File: config.mk
export PLATFORM = sky130hd
export DESIGN_NAME = ps2_key_decoder
export DESIGN_NICKNAME = d
export VERILOG_FILES = /design/src/rtl/ps2_pkg.sv /design/src/rtl/ps2_ascii_lut.sv /design/src/rtl/ps2_key_decoder.sv
export SDC_FILE = /design/constraint.sdc
export NUM_CORES = 1
export LEC_CHECK = 0
export ABC_AREA = 1
export BUFFER_PORTS_ARGS = -buffer_cell sky130_fd_sc_hd__clkbuf_2
export CAP_MARGIN = 10
export CORE_ASPECT_RATIO = 2
export CORE_MARGIN = 2
export CORE_UTILIZATION = 53
export CTS_CLUSTER_SIZE = 10
export DETAILED_ROUTE_END_ITERATION = 16
export GPL_TIMING_DRIVEN = 0
export PLACE_DENSITY = 0.83
export REMOVE_ABC_BUFFERS = 1
export SYNTH_ARGS = -nofsm -noshare
export SYNTH_HDL_FRONTEND = slang
export SYNTH_SLANG_ARGS = --single-unit
File: constraint.sdc
create_clock -name clk -period 2.3 [get_ports clk]
set_clock_uncertainty 0.15 [all_clocks]
set_input_delay 0.345 -clock clk [delete_from_list [all_inputs] [get_ports clk]]
set_output_delay 0.345 -clock clk [all_outputs]
set_load 0.01 [all_outputs]
File: src/rtl/ps2_pkg.sv
// ps2_pkg
//   Shared definitions for the PS/2 key decoding path: prefix byte values,
//   the set of receiver status bytes that never form part of a key
//   sequence, and the prefix-tracking FSM state type.
package ps2_pkg;

  localparam logic [7:0] PS2_EXT = 8'hE0;  // extended-key prefix
  localparam logic [7:0] PS2_BRK = 8'hF0;  // break (release) prefix

  // Status/error bytes a keyboard may send. They are never key codes and
  // abort any prefix sequence in progress.
  localparam int unsigned PS2_N_IGNORED = 5;
  localparam logic [7:0] PS2_IGNORED [PS2_N_IGNORED] =
    '{8'h00, 8'hAA, 8'hFA, 8'hFE, 8'hFF};

  typedef enum logic [1:0] {
    ST_IDLE    = 2'd0,
    ST_EXT     = 2'd1,
    ST_BRK     = 2'd2,
    ST_EXT_BRK = 2'd3
  } ps2_state_t;

  function automatic logic ps2_is_ignored(input logic [7:0] code);
    logic hit;
    hit = 1'b0;
    for (int i = 0; i < PS2_N_IGNORED; i++) begin
      if (code == PS2_IGNORED[i]) hit = 1'b1;
    end
    return hit;
  endfunction

endpackage

File: src/rtl/ps2_ascii_lut.sv
// ps2_ascii_lut
//   Combinational translation of a PS/2 set-2 base scancode to ASCII.
//   Covers lowercase letters, digits, space and enter; every other code
//   maps to 8'h00. The extended-key qualification is applied by the caller.
// Ports
//   code   in  8  base scancode (prefixes already removed)
//   ascii  out 8  ASCII character, or 8'h00 when unmapped
module ps2_ascii_lut
  import ps2_pkg::*;
(
  input  logic [7:0] code,
  output logic [7:0] ascii
);

  always_comb begin
    // NOTE: default assigned before the case so unmapped codes cannot infer a latch.
    ascii = 8'h00;
    unique case (code)
      8'h1C: ascii = 8'h61;  // a
      8'h32: ascii = 8'h62;  // b
      8'h21: ascii = 8'h63;  // c
      8'h23: ascii = 8'h64;  // d
      8'h24: ascii = 8'h65;  // e
      8'h2B: ascii = 8'h66;  // f
      8'h34: ascii = 8'h67;  // g
      8'h33: ascii = 8'h68;  // h
      8'h43: ascii = 8'h69;  // i
      8'h3B: ascii = 8'h6A;  // j
      8'h42: ascii = 8'h6B;  // k
      8'h4B: ascii = 8'h6C;  // l
      8'h3A: ascii = 8'h6D;  // m
      8'h31: ascii = 8'h6E;  // n
      8'h44: ascii = 8'h6F;  // o
      8'h4D: ascii = 8'h70;  // p
      8'h15: ascii = 8'h71;  // q
      8'h2D: ascii = 8'h72;  // r
      8'h1B: ascii = 8'h73;  // s
      8'h2C: ascii = 8'h74;  // t
      8'h3C: ascii = 8'h75;  // u
      8'h2A: ascii = 8'h76;  // v
      8'h1D: ascii = 8'h77;  // w
      8'h22: ascii = 8'h78;  // x
      8'h35: ascii = 8'h79;  // y
      8'h1A: ascii = 8'h7A;  // z
      8'h45: ascii = 8'h30;  // 0
      8'h16: ascii = 8'h31;  // 1
      8'h1E: ascii = 8'h32;  // 2
      8'h26: ascii = 8'h33;  // 3
      8'h25: ascii = 8'h34;  // 4
      8'h2E: ascii = 8'h35;  // 5
      8'h36: ascii = 8'h36;  // 6
      8'h3D: ascii = 8'h37;  // 7
      8'h3E: ascii = 8'h38;  // 8
      8'h46: ascii = 8'h39;  // 9
      8'h29: ascii = 8'h20;  // space
      8'h5A: ascii = 8'h0D;  // enter
      default: ascii = 8'h00;
    endcase
  end

endmodule

File: src/rtl/ps2_key_decoder.sv
// ps2_key_decoder
//   Turns the raw byte stream from the PS/2 receiver into key events.
//   E0/F0 prefixes are folded into ext/release flags, typematic repeats of
//   the currently held key are suppressed, and each remaining make/break is
//   offered through a one-entry valid/ready slot. A held-key register and a
//   wrapping press counter are maintained for display logic.
// Ports
//   clk, rst      clock; asynchronous active-high reset
//   in_valid      one-cycle pulse, in_code carries a received byte
//   in_code [8]   received byte
//   out_valid     event slot occupied
//   out_ready     consumer accepts the event when out_valid && out_ready
//   out_code [8]  base scancode of the event
//   out_ext       event was E0-prefixed
//   out_release   1 = break, 0 = make
//   out_ascii [8] ASCII of a non-extended code, else 0
//   held          a key is currently held
//   held_code [8] base code of the held key
//   press_count   counted make events, wraps modulo 2**CNT_W
//   overflow      sticky: an event was dropped because the slot was full
module ps2_key_decoder
  import ps2_pkg::*;
#(
  parameter int CNT_W = 8
) (
  input  logic             clk,
  input  logic             rst,
  input  logic             in_valid,
  input  logic [7:0]       in_code,
  output logic             out_valid,
  input  logic             out_ready,
  output logic [7:0]       out_code,
  output logic             out_ext,
  output logic             out_release,
  output logic [7:0]       out_ascii,
  output logic             held,
  output logic [7:0]       held_code,
  output logic [CNT_W-1:0] press_count,
  output logic             overflow
);

  localparam logic [CNT_W-1:0] CNT_ONE = {{(CNT_W-1){1'b0}}, 1'b1};

  ps2_state_t state_q, state_d;

  logic       cand;       // a key code completed a sequence this cycle
  logic       cand_ext;
  logic       cand_rel;
  logic       held_ext;   // extension bit of the held key ID
  logic       key_match;
  logic       is_repeat;
  logic       emit;
  logic       slot_free;
  logic [7:0] lut_ascii;

  // ---------------- prefix FSM ----------------
  always_ff @(posedge clk or posedge rst) begin
    // NOTE: sequential state uses non-blocking assignment so every register samples pre-edge values.
    if (rst) state_q <= ST_IDLE;
    else     state_q <= state_d;
  end

  always_comb begin
    state_d  = state_q;
    cand     = 1'b0;
    cand_ext = 1'b0;
    cand_rel = 1'b0;
    if (in_valid) begin
      if (ps2_is_ignored(in_code)) begin
        state_d = ST_IDLE;
      end else if (in_code == PS2_EXT) begin
        // A second E0, or E0 after a break prefix, leaves the state alone.
        if (state_q == ST_IDLE) state_d = ST_EXT;
      end else if (in_code == PS2_BRK) begin
        unique case (state_q)
          ST_IDLE: state_d = ST_BRK;
          ST_EXT:  state_d = ST_EXT_BRK;
          default: state_d = state_q;
        endcase
      end else begin
        cand     = 1'b1;
        cand_ext = (state_q == ST_EXT) || (state_q == ST_EXT_BRK);
        cand_rel = (state_q == ST_BRK) || (state_q == ST_EXT_BRK);
        state_d  = ST_IDLE;
      end
    end
  end

  // ---------------- event qualification ----------------
  assign key_match = held && (held_ext == cand_ext) && (held_code == in_code);
  assign is_repeat = cand && !cand_rel && key_match;
  assign emit      = cand && !is_repeat;
  assign slot_free = !out_valid || out_ready;

  ps2_ascii_lut u_ascii_lut (
    .code  (in_code),
    .ascii (lut_ascii)
  );

  // ---------------- held key and press counter ----------------
  // These track the keyboard even when the slot drops the event, so the
  // display never drifts from the physical key state.
  always_ff @(posedge clk or posedge rst) begin
    if (rst) begin
      held        <= 1'b0;
      held_ext    <= 1'b0;
      held_code   <= 8'h00;
      press_count <= '0;
    end else if (emit) begin
      if (!cand_rel) begin
        held        <= 1'b1;
        held_ext    <= cand_ext;
        held_code   <= in_code;
        press_count <= press_count + CNT_ONE;
      end else if (key_match) begin
        held <= 1'b0;
      end
    end
  end

  // ---------------- output slot ----------------
  always_ff @(posedge clk or posedge rst) begin
    if (rst) begin
      out_valid   <= 1'b0;
      out_code    <= 8'h00;
      out_ext     <= 1'b0;
      out_release <= 1'b0;
      out_ascii   <= 8'h00;
      overflow    <= 1'b0;
    end else begin
      if (out_valid && out_ready) out_valid <= 1'b0;
      if (emit) begin
        if (slot_free) begin
          // Loading in the same cycle as a pop keeps the slot occupied.
          out_valid   <= 1'b1;
          out_code    <= in_code;
          out_ext     <= cand_ext;
          out_release <= cand_rel;
          out_ascii   <= cand_ext ? 8'h00 : lut_ascii;
        end else begin
          overflow <= 1'b1;
        end
      end
    end
  end

endmodule
# --- After elaboration in Yosys (flattened, before gate mapping) ---
# Memories as Yosys holds them, arrays and structs flattened.
# Index checks and enable logic that the tools add are counted.
word_totals:
  register_bits: 40
  romBits: 896
  out_inout_bits: 37
  word_cells: 78
  memories: 1
classes:
  add_sub_neg: 1
  n_eq_ne: 14
  muxes: 30
  bitwise_logic: 2
  reduce_logical: 19
mem_list:
  columns: ["memory", "depth", "width", "read_ports", "rd_ports_with_merged_regs", "wr", "line", "rtl"]
  rows:
  - ["(name not given)", 128, 7, 1, 0, 0, "ps2_ascii_lut.sv:18", "unique case (code)"]
ops:
  columns: ["operator", "n"]
  rows:
  - ["8-bit == test, second input constant", 6]
  - ["1-bit two-way mux", 23]
  - ["8-bit two-way mux", 2]
  - ["8-bit by 1-bit adder with 8-bit output, second input constant", 1]
  - ["8-bit == test", 1]
  - ["8-bit logical NOT", 1]
  - ["2-bit two-way mux", 4]
  - ["2-bit AND reduction", 4]
  - ["1-bit logical AND", 6]
  - ["2-bit == test, second input constant", 2]
  - ["4-bit by 3-bit inequality test with 1-bit output, second input constant", 1]
  - ["2-bit one-hot mux with 2 select lines", 1]
  - ["1-bit logical NOT", 3]
  - ["1-bit logical OR", 3]
  - ["3-bit by 2-bit inequality test with 1-bit output, second input constant", 1]
  - ["3-bit AND reduction", 1]
  - ["2-bit by 1-bit == test with 1-bit output, second input constant", 1]
  - ["2-bit logical NOT", 1]
  - ["2-bit by 1-bit inequality test with 1-bit output, second input constant", 1]
  - ["1-bit NOT", 2]
  - ["1-bit == test", 1]

# --- Logic depth before layout (Yosys ltp) ---
# Gate-level depths: netlist of run 1.
depth:
  word_depth: 16
  depth_mapped: 14
  mapped_depth_nobuf: 14

# --- Modules after synthesis ---
# Synthesis of run 1 repeated with hierarchy kept, for this count alone.
unflattened:
  cells_unflattened: 415
  hier_area_um2: 2845.2
by_module_without_submodules:
  columns: ["module", "n_inst", "cells_each", "area_each_um2", "seq_area_each_um2"]
  rows:
  - ["ps2_key_decoder", 1, 250, 2052.0, 1001.0]
  - ["ps2_ascii_lut", 1, 165, 793.3, 0.0]

# --- Worst setup path after synthesis of run 1 ---
# No wires, ideal clock.
synth_path:
  path_kind: "input port to flip-flop"
  startpoint: "input in_code[1]"
  endpoint: "register held_code[3]"
  setup_time_ns: 0.129
  t_arrival_ns: 1.840
  required_ns: 2.021
  setup_slack_ns: 0.181
  cell_stages: 14
  path_buffers: 1
  path_cell_list: "inv_1 ha_1 nand2_2 nor2_1 nand2_1 nand2_1 nor2_2 nand3_4 nand2_4 nand3_2 nand3_4 buf_6 nand2_1 o21ai_2"
synth_via:
  elab_chain_len: 16
  elab_cells_between_ends: 36
synth_lines:
  columns: ["element", "line", "rtl"]
  rows:
  - ["from (decl)", "ps2_key_decoder.sv:29", "input logic [7:0] in_code,"]
  - ["8-bit logical NOT", "ps2_pkg.sv:27", "if (code == PS2_IGNORED[i]) hit = 1'b1;"]
  - ["1-bit two-way mux (5 in a row)", "ps2_pkg.sv:27", null]
  - ["1-bit two-way mux", "ps2_key_decoder.sv:68", "if (in_valid) begin"]
  - ["1-bit two-way mux", "ps2_key_decoder.sv:69", "if (ps2_is_ignored(in_code)) begin"]
  - ["1-bit two-way mux", "ps2_key_decoder.sv:68", null]
  - ["1-bit == test", "ps2_key_decoder.sv:90", "assign key_match = held && (held_ext == cand_ext) && (held_code == in_code);"]
  - ["1-bit logical AND (2 in a row)", "ps2_key_decoder.sv:90", null]
  - ["1-bit logical AND", "ps2_key_decoder.sv:91", "assign is_repeat = cand && !cand_rel && key_match;"]
  - ["1-bit logical NOT", "ps2_key_decoder.sv:92", "assign emit = cand && !is_repeat;"]
  - ["1-bit logical AND", "ps2_key_decoder.sv:92", null]
  - ["2-bit AND reduction (no source line) (*)", null, null]
  - ["to (signal assigned)", "ps2_key_decoder.sv:113", "held_code <= in_code;"]
  - ["to (decl)", "ps2_key_decoder.sv:37", "output logic [7:0] held_code,"]
# Every way passes the cells marked *; elsewhere a longest branch is shown, timed or not. The select of a mux whose other input is x is not followed.
# A chain may end at the register's enable or synchronous reset.

# --- Worst setup path after layout of run 1 ---
layout_path:
  startpoint: "input in_code[3]"
  endpoint: "register out_code[1]"
layout_via:
  elab_chain_len: 16
  elab_cells_between_ends: 35
layout_lines:
  columns: ["element", "line", "rtl"]
  rows:
  - ["8-bit logical NOT", "ps2_pkg.sv:27", null]
  - ["1-bit two-way mux (5 in a row)", "ps2_pkg.sv:27", null]
  - ["1-bit two-way mux", "ps2_key_decoder.sv:68", null]
  - ["1-bit two-way mux", "ps2_key_decoder.sv:69", null]
  - ["1-bit two-way mux", "ps2_key_decoder.sv:68", null]
  - ["1-bit == test", "ps2_key_decoder.sv:90", null]
  - ["1-bit logical AND (2 in a row)", "ps2_key_decoder.sv:90", null]
  - ["1-bit logical AND", "ps2_key_decoder.sv:91", null]
  - ["1-bit logical NOT", "ps2_key_decoder.sv:92", null]
  - ["1-bit logical AND (*)", "ps2_key_decoder.sv:92", null]
  - ["2-bit AND reduction (no source line) (*)", null, null]
  - ["to (signal assigned)", "ps2_key_decoder.sv:136", "out_code <= in_code;"]
  - ["to (decl)", "ps2_key_decoder.sv:32", "output logic [7:0] out_code,"]
# Marked as above.

==> metrics.txt, run 1 <==
I/O Pins a little under 50; Mapped Cells 399; Tot GR Track Use 27.81%; root buf cell clkbuf_8; status finished clean; relative slew slack 40.45%; Routed Antenna Nets 0; antenna violations before repair 0; Worst Path Max Fanout 19; first-pass GRT wire length 12980 um; Max VDD drop 752.4 uV; final wirelength 8340 um; Num Clock Sinks 39; vias in the first global route about 2700; Iter 0 DRT Violations 119; Seq/Total Area, Yosys about a third; drt wl/cell 16.42 um; Leakage 1.692 nW; total CTS buffers 5; Clk pin slew, worst setup/hold paths roughly 0.07 ns; Simple-Gate Fraction of Synth Area 36.76%; Final TNS setup 0 ns; Clock Latency Late Sink 0.29 ns; Die Ht around 110 um; synthesis-to-finish area growth 18.95%; worst hold path class in -> async; Syn. warnings 0; Final period util 97.40%; Pre-antenna DRT Iters 5; xor/xnor share of the synthesized area 2.777%; Final Hold Violating Endpoints 0; compound-gate portion of the synthesized area 13.13%; share of the synthesized area in the top cell type between 30% and 40%; Least-Margin Pin Slew 0.8911 ns; CTS max path bufs 2; Chip Width between 50 and 60 um; row cnt 37; final setup fails 0; synthesis-stage register bit count 39; H-tree depth 2; Final Cell Area 3377 um^2; multi-input logic area 1749 um^2; core box area a little over 5000 um^2; post-cts hold buffer count 0; count of pins over their slew limit 0; Finished Layout Cells a little over 500; mean post-synth cell area 7.115 um^2; port buffer count 47; full die area ~6000 um^2; multiplexer share of the synthesized area 0%; FF/Latch Area roughly 980 um^2; Main synth FF type dfrtp_1; largest family of logic cells by synthesized area simple AND/OR/NAND/NOR gates; CTS tree done; critical path data arrival time 2.32 ns; vias 2981; Antenna Cells 0; Required @ worst endpoint 2.38 ns; Async S/R FF share, synth 100.0%; Distinct cells, synth 34; synth top area cells dfrtp_1, nand2_1, o21ai_2; Period minus WS final 2.240 ns; largest area contributor in the netlist dfrtp_1; Vias per Instance 5.868; Residual DRC 0; DP Cell Count 486; number of filler instances in the final layout about 450; number of synthesized flops with an enable pin 0; max_cap viols 0; Final GP Congestion roughly 0.98; fraction of layout cells with a size suffix above 1 25.11%; # nets final between 400 and 500; post-synthesis cell area 2839 um^2; critical path class in -> reg; Starting Density 55.25%; Fin Hold WS roughly 0.032 ns; Final Core Density 65.72%; placed inst area 3017 um^2; overflow left after global routing 0; Adder-Cell Fraction of Synth Area under 10%; Critical Path Source Type input port; largest net degree at the start of global routing 40; Setup crit end kind flop; hpwl dp between 5000 and 6000 um; Max Clock Freq 446.4 MHz; total power per unit cell area between 600 and 700 nW/um^2
-- sequential cells by signal, summed over array words and instances, names as in the netlist --
register	count
out_ascii	7
out_valid	1
overflow	1
press_count	8
out_code	8
state_q	2
held	1
out_release	1
held_ext	1
held_code	8
out_ext	1
-- worst max-delay path: stages --
cell	delay, ns
clkbuf_2	0.36
inv_6	0.15
nand2_2	0.08
nor2_1	0.06
nand2_1	0.12
nand2_1	0.10
nor2_4	0.17
nand3_4	0.15
nand2_4	0.16
nand4_4	0.19
nand3_4	0.19
nand2_1	0.12
nand2_1	0.09
-- logic make-up (layout without fill, tap and decap cells) --
group / count (synthesis) / after routing
AO/OA/AOI/OAI: 59 / 59
XOR/XNOR: 9 / 9
adder cells (fa/ha/maj): 8 / 8
buffers and inverters: 53 / 98
flip-flops: 39 / 39
other: 1 / 1
AND/OR/NAND/NOR: 230 / 236
-- Yosys cell counts (2+ instances only) --
cell type / number
a21oi_1: 10
nor2_1: 30
buf_4: 6
nand2_1: 142
nand3_4: 3
inv_1: 28
dfrtp_1: 39
o21ai_2: 16
buf_6: 5
ha_1: 8
nor2_2: 2
clkbuf_1: 4
nand3_1: 24
o21bai_1: 2
buf_2: 2
nor3_1: 3
nand2_2: 3
xor2_1: 6
inv_2: 6
o21ai_0: 27
xnor2_1: 3
nand4_1: 18
-- what timing repair did --
| item | CTS | global route |
|---|---|---|
| cloned | 5 | 2 |
| endpoints found under the setup margin | 37 | 37 |
| buffers inserted | 4 | 3 |
| pin swaps | 4 | 3 |
| resized for setup | 10 | 16 |
-- metal layers --
layer / vias to the layer above / share of wire (%) / GRT usage (%)
li1: 1417 / - / -
met1: 1384 / 33 / 28.52
met2: 139 / 56 / 50.26
met4: 0 / 6.1 / 20.03
met5: - / 0 / 0
met3: 41 / 4.6 / 3.846
-- cells in the final DEF (no fill, tap or decap), types with 8 or more instances in the layout --
| cell | synthesis | routed |
|---|---|---|
| a21oi_1 | 10 | 10 |
| clkbuf_2 | 0 | 45 |
| dfrtp_1 | 39 | 39 |
| inv_1 | 28 | 25 |
| nand2_1 | 142 | 142 |
| nand3_1 | 24 | 24 |
| nand3_4 | 3 | 8 |
| nand4_1 | 18 | 18 |
| nor2_1 | 30 | 28 |
| o21ai_0 | 27 | 27 |
| o21ai_2 | 16 | 16 |
-- layout make-up --
cell class	count	share of cell area, %
timing repair inverter	1	0.1482
clock buffer	6	2.445
multi-input combinational	313	51.80
sequential	39	28.90
tap	58	2.149
clock inverter	2	1.037
inverter	35	4.372
timing repair buffer	54	9.152
-- power by group --
group | total (mW) | leakage [nW] | internal (mW) | switching, mW
clock | 0.593 | 0.0612 | 0.351 | 0.242
sequential | 0.862 | 0.492 | 0.778 | 0.0844
combinational | 0.643 | 1.14 | 0.241 | 0.402
total | 2.10 | 1.69 | 1.37 | 0.729
-- final timing paths --
kind                            cells after the start          from           end  slack [ns]
max in group asynchronous                           2           rst  held_code[7]        1.45
worst min-delay path                                2           rst      overflow        0.03
worst max register to register                      8  held_code[6]   out_code[1]        0.28
worst max-delay path                               13    in_code[3]   out_code[1]        0.06
worst min register to register                      2  out_ascii[1]  out_ascii[1]        0.33
min in group clk                                    3    in_code[7]   out_code[7]        0.20
-- metrics by stage --
stage	total power, mW	setup WS (ns)
6_report	2.099	0.05985
5_1_grt	2.217	-0.005596
4_1_cts	2.085	0.01391
3_5_place_dp	1.466	-0.7445
3_3_place_gp	1.450	-0.7077
2_1_floorplan	1.251	-0.004015
(Power assumes the default switching activity.)
==> inputs of run 2 (changes only) <==
--- a/config.mk
+++ b/config.mk
@@ -5,7 +5,6 @@
 export SDC_FILE = /design/constraint.sdc
 export NUM_CORES = 1
 export LEC_CHECK = 0
-export ABC_AREA = 1
 export BUFFER_PORTS_ARGS = -buffer_cell sky130_fd_sc_hd__clkbuf_2
 export CAP_MARGIN = 10
 export CORE_ASPECT_RATIO = 2
@@ -14,7 +13,7 @@
 export CTS_CLUSTER_SIZE = 10
 export DETAILED_ROUTE_END_ITERATION = 16
 export GPL_TIMING_DRIVEN = 0
-export PLACE_DENSITY = 0.83
+export PLACE_DENSITY = 0.84
 export REMOVE_ABC_BUFFERS = 1
 export SYNTH_ARGS = -nofsm -noshare
 export SYNTH_HDL_FRONTEND = slang
==> metrics.txt, run 2 <==
Max Clock Freq 431.7 MHz; synth top area cells dfrtp_1, mux2_2, o21ai_0; Max VDD drop between 500 and 600 uV; Pre-antenna DRT Iters 7; Gate power share between 30 and 40%; # nets final 347; final wirelength 8281 um; overflow left after global routing 0; Final period util 100.7%; vias in the first global route 2550; crit path from in_code[0]; Starting Density around 55%; max_cap viols 0; unrepaired setup endpoints after global routing yes; I/O Pins 49; total CTS buffers 5; post-synthesis cell area 2643 um^2; antenna violations before repair 0; compound-gate portion of the synthesized area 20.55%; reg-to-reg critical path startpoint held_code[7]; Async S/R FF share, synth 100.0%; Vias per Instance 6.700; Num Clock Sinks 39; first-pass GRT wire length 12630 um; Setup crit end kind flop; final setup fails 2; setup ws final -0.01668 ns; Clock power frac 20.0%; Leakage 1.391 nW; Adder-Cell Fraction of Synth Area under 10%; Residual DRC 0; hpwl dp 4814 um; Sw Share ~37%; critical path class in -> reg; synthesis-to-finish area growth 25.47%; Syn. warnings 0; worst hold path class in -> async; multi-input logic area 1715 um^2; Pint 1.375 mW; Seq/Total Area, Yosys 36.93%; port buffer count 47; row cnt 36; top cells by instance count after synthesis dfrtp_1, o21ai_0, nand2_1, mux2_2, nand2b_1; CTS max path bufs 2; Mapped Cells 279; commonest non-fill, non-tap cell in the layout clkbuf_2; Iter 0 DRT Violations 182; Finished Layout Cells 383; multiplexer share of the synthesized area 8.002%; Clk pin slew, worst setup/hold paths 0.07 ns; Required @ worst endpoint between 2 and 2.5 ns; count of pins over their slew limit 0; relative slew slack between 40 and 50%; FF-to-FF setup slack around 0.1 ns; Distinct cells, synth 61; Die Ht 103.9 um; sequential power share 44.6%; Final Hold Violating Endpoints 0; NetSw between 800 and 900 uW; pre-CTS WS -1.429 ns; status finished, violations left; critical path data arrival time 2.38 ns; DP Cell Count approximately 360; commonest cells after routing, fill and taps aside clkbuf_2, dfrtp_1, o21ai_0, nand2_1, buf_4; H-tree depth 2; Period minus WS final 2.317 ns; Tot GR Track Use 30.39%; Worst Path Max Fanout 8; Antenna Cells 0; Chip Width between 50 and 60 um; most frequent cell after synthesis dfrtp_1; Fin Hold WS 0.03192 ns; synthesis-stage register bit count 39; biggest regs held_code x8, out_code x8, press_count x8; Main synth FF type dfrtp_1; root buf cell clkbuf_8; path depth of the worst reg2reg path 6; FF/Latch Area 975.9 um^2; number of filler instances in the final layout 340; Final GP Congestion roughly 0.94; Simple-Gate Fraction of Synth Area about a fifth; number of synthesized flops with an enable pin 0; xor/xnor share of the synthesized area 5.634%; CTS tree done; largest family of logic cells by synthesized area compound AO/OA/AOI/OAI gates; total power 2.177 mW; largest area contributor in the netlist dfrtp_1; core box area ~4800 um^2; Critical Path Source Type input port; vias 2566; Routed Antenna Nets 0; largest net degree at the start of global routing 42; mean post-synth cell area ~9.5 um^2; total power per unit cell area 656.5 nW/um^2; Clock Latency Late Sink approximately 0.30 ns; failing checks setup timing; reg2reg end out_ext; drt wl/cell 21.62 um; Least-Margin Pin Slew 0.8331 ns; full die area roughly 5600 um^2; share of the synthesized area in the top cell type approximately 37%; fraction of layout cells with a size suffix above 1 between 30% and 40%
run 2: critical path, cell delays in order:
cell and delay (ns):
clkbuf_16 0.13, inv_8 0.05, ha_4 0.15, or3b_4 0.28, nor4b_4 0.06, or4_4 0.55, buf_4 0.22, nor4_1 0.38
xor2_1 0.21
run 2: power by group through the flow:
stage / clock network, mW / logic (mW) / registers [mW]
2_1_floorplan: 0 / 0.315 / 1.01
3_3_place_gp: 0 / 0.616 / 0.961
3_5_place_dp: 0 / 0.636 / 0.969
4_1_cts: 0.433 / 0.738 / 0.958
5_1_grt: 0.459 / 0.835 / 0.986
6_report: 0.435 / 0.771 / 0.971
run 2: routing by layer:
metal / vias up / global-route usage, % / share of wire [%]
met5: - / 0 / 0
met4: 0 / 19.05 / 5.5
met3: 37 / 3.879 / 5.1
met2: 147 / 52.00 / 54
met1: 1263 / 32.80 / 35
li1: 1119 / - / -
run 2: timing repair:
action,CTS,global route
hold buffers,0,0
endpoints found under the hold margin,0,0
buffers inserted,18,1
gates cloned,2,1
pin swaps,9,11
endpoints found under the setup margin,38,28
resized for setup,48,14
run 2: layout make-up:
cell class,count,area share (%)
Inverter,6,1.132
Clock buffer,6,2.189
Timing Repair Buffer,65,13.36
Multi-Input combinational cell,210,51.74
Sequential cell,39,29.43
Tap cell,57,2.151
run 2: stage by stage:
| step | TNS [ns] | utilization (%) | area (um^2) |
|---|---|---|---|
| 4_1_cts | -0.05839 | 67.83 | 3269 |
| 5_1_grt | -0.2465 | 68.80 | 3316 |
| 6_report | -0.03031 | 68.80 | 3316 |
| 3_5_place_dp | -41.02 | 58.26 | 2808 |
| 3_3_place_gp | -39.60 | 58.26 | 2808 |
| 2_1_floorplan | -10.78 | - | 2501 |
run 2: worst max path at each step:
stage / depth (start not counted) / slack (ns) / end
6_report: 9 / -0.02 / press_count[4]
5_1_grt: 9 / -0.08 / press_count[4]
4_1_cts: 10 / -0.02 / held_code[1]
3_5_place_dp: 8 / -1.43 / held_code[7]
3_3_place_gp: 8 / -1.37 / held_code[1]
2_1_floorplan: 7 / -0.56 / held_code[0]
run 2: kinds of logic after synthesis:
family / after synthesis
flops: 39
compound gates: 80
simple gates: 84
other cells: 1
buf+inv: 31
mux: 19
fa+ha+maj: 8
xor+xnor: 17
==> inputs of run 3 (changes only) <==
--- a/config.mk
+++ b/config.mk
@@ -7,7 +7,7 @@
 export LEC_CHECK = 0
 export BUFFER_PORTS_ARGS = -buffer_cell sky130_fd_sc_hd__clkbuf_2
 export CAP_MARGIN = 10
-export CORE_ASPECT_RATIO = 2
+export CORE_ASPECT_RATIO = 1.5
 export CORE_MARGIN = 2
 export CORE_UTILIZATION = 53
 export CTS_CLUSTER_SIZE = 10
==> metrics.txt, run 3 (synthesis gave the netlist of run 2 again) <==
full die area 5579 um^2; commonest non-fill, non-tap cell in the layout clkbuf_2; Max Clock Freq 418.2 MHz; Clk pin slew, worst setup/hold paths 0.08 ns; H-tree depth 2; CP max-delay cell or4_4; Setup crit end kind flop; Clock Latency Late Sink 0.30 ns; Least-Margin Pin Slew 0.8183 ns; Vias per Instance between 6 and 7; CTS max path bufs 2; count of pins over their slew limit 0; worst path bufs/invs 3; Routed Antenna Nets 0; Worst Path Max Fanout 7; final setup fails 9; relative slew slack 45.36%; critical path class in -> reg; I/O Pins 49; Critical Path Source Type input port; CP delay by family, top simple AND/OR/NAND/NOR gates; total CTS buffers 5; failing checks setup timing; Iter 0 DRT Violations 195; Chip Width 61.66 um; CTS tree done; synthesis-to-finish area growth 28.93%; worst hold path class in -> async; Final GP Congestion 0.8636; Antenna Cells 0; overflow left after global routing 0; final wirelength around 7600 um; setup ws final -0.09140 ns; Period minus WS final 2.391 ns; vias in the first global route 2347; Pre-antenna DRT Iters 5; multi-input logic area ~1700 um^2; port buffer count 47; Num Clock Sinks 39; Die Ht 90.48 um; slowest cell delay on critical path 0.61 ns; fraction of layout cells with a size suffix above 1 ~38%; core box area 4810 um^2; first-pass GRT wire length 11380 um; row cnt 31; Max VDD drop 382.7 uV; Final Hold Violating Endpoints 0; number of filler instances in the final layout around 350; vias 2511; largest net degree at the start of global routing 42; Final TNS setup -0.3607 ns; commonest cells after routing, fill and taps aside clkbuf_2, dfrtp_1, buf_4, nand2_1, o21ai_0; crit-path cells clkbuf_16 -> inv_8 -> ha_4 -> or3b_4 -> o211ai_1 -> or4_4 -> or2_4 -> buf_12 -> o41ai_2; hpwl dp 4503 um; total power per unit cell area 681.2 nW/um^2; Fin Hold WS about 0.035 ns; antenna violations before repair 0; FF/Latch Area 975.9 um^2; biggest regs held_code x8, out_code x8, press_count x8; max_cap viols 0; drt wl/cell 19.19 um; Starting Density between 50% and 60%; total power 2.321 mW; status finished, violations left; Required @ worst endpoint 2.31 ns; Tot GR Track Use 26.91%; # nets final approximately 350; Final period util 104.0%; unrepaired setup endpoints after global routing yes; root buf cell clkbuf_8; Leakage ~1.4 nW; Residual DRC 0; critical path data arrival time 2.41 ns
[run 3: cell count changes in the layout (fill, tap and decap cells not counted), moves of 2 or more]
cell	previous run	this run
o41ai_1	2	0
mux2_4	4	1
buf_4	16	19
mux2_2	12	14
o21ai_0	20	16
o21ai_2	0	2
o21ai_1	0	3
o41ai_4	0	2
buf_12	0	2
[run 3: through the flow]
stage | utilization [%] | area (um^2) | instances | setup WS, ns
global route | 70.84 | 3407 | 398 | -0.1004
CTS | 66.86 | 3216 | 389 | 0.003286
detailed placement | 58.61 | 2819 | 367 | -1.366
floorplan | - | 2501 | 254 | -0.5589
finish | 70.84 | 3407 | 398 | -0.09140
global placement | 58.61 | 2819 | 367 | -1.341
[run 3: layout make-up]
| class | instances | area share, % |
|---|---|---|
| tap | 66 | 2.424 |
| sequential | 39 | 28.64 |
| timing repair buffer | 70 | 14.65 |
| multi-input combinational | 209 | 49.72 |
| inverter | 6 | 1.102 |
| clock inverter | 2 | 1.028 |
| clock buffer | 6 | 2.424 |
[run 3: power breakdown]
| part | total [mW] | internal, mW | switching [mW] |
|---|---|---|---|
| Sequential | 0.963 | 0.822 | 0.140 |
| Combinational | 0.758 | 0.352 | 0.405 |
| Clock | 0.601 | 0.351 | 0.250 |
[run 3: timing repair]
item | in CTS | in global routing
gates resized for setup | 36 | 26
pin swaps | 8 | 10
hold buffers | 0 | 0
cloned | 0 | 0
buffers inserted | 14 | 9
endpoints found under the setup margin | 38 | 31
[run 3: path summary, 6_finish.rpt]
| path | start | end | slack (ns) | depth (start not counted) |
|---|---|---|---|---|
| max | in_code[1] | out_ascii[4] | -0.09 | 9 |
| min | rst | held_code[5] | 0.04 | 2 |
| max reg2reg | state_q[0] | out_code[2] | -0.04 | 6 |
| min reg2reg | press_count[7] | press_count[7] | 0.32 | 1 |
| max in group asynchronous | rst | overflow | 1.44 | 2 |
| min in group clk | in_code[0] | out_code[0] | 0.21 | 3 |
[run 3: worst register-to-register path, cell delays in order (launching register included)]
cell and delay, ns:
dfrtp_1 0.46, xnor2_1 0.24, nand4_1 0.25, nor4_4 0.42
or2_4 0.24, buf_12 0.13, mux2_2 0.33
[run 3: per-layer routing]
| layer | track usage [%] | vias to the layer above | wire length (um) |
|---|---|---|---|
| li1 | - | 1129 | - |
| met1 | 34.34 | 1220 | 2819 |
| met2 | 40.79 | 130 | 3957 |
| met3 | 4.728 | 32 | 461 |
| met4 | 16.31 | 0 | 397 |
| met5 | 0 | - | 0 |
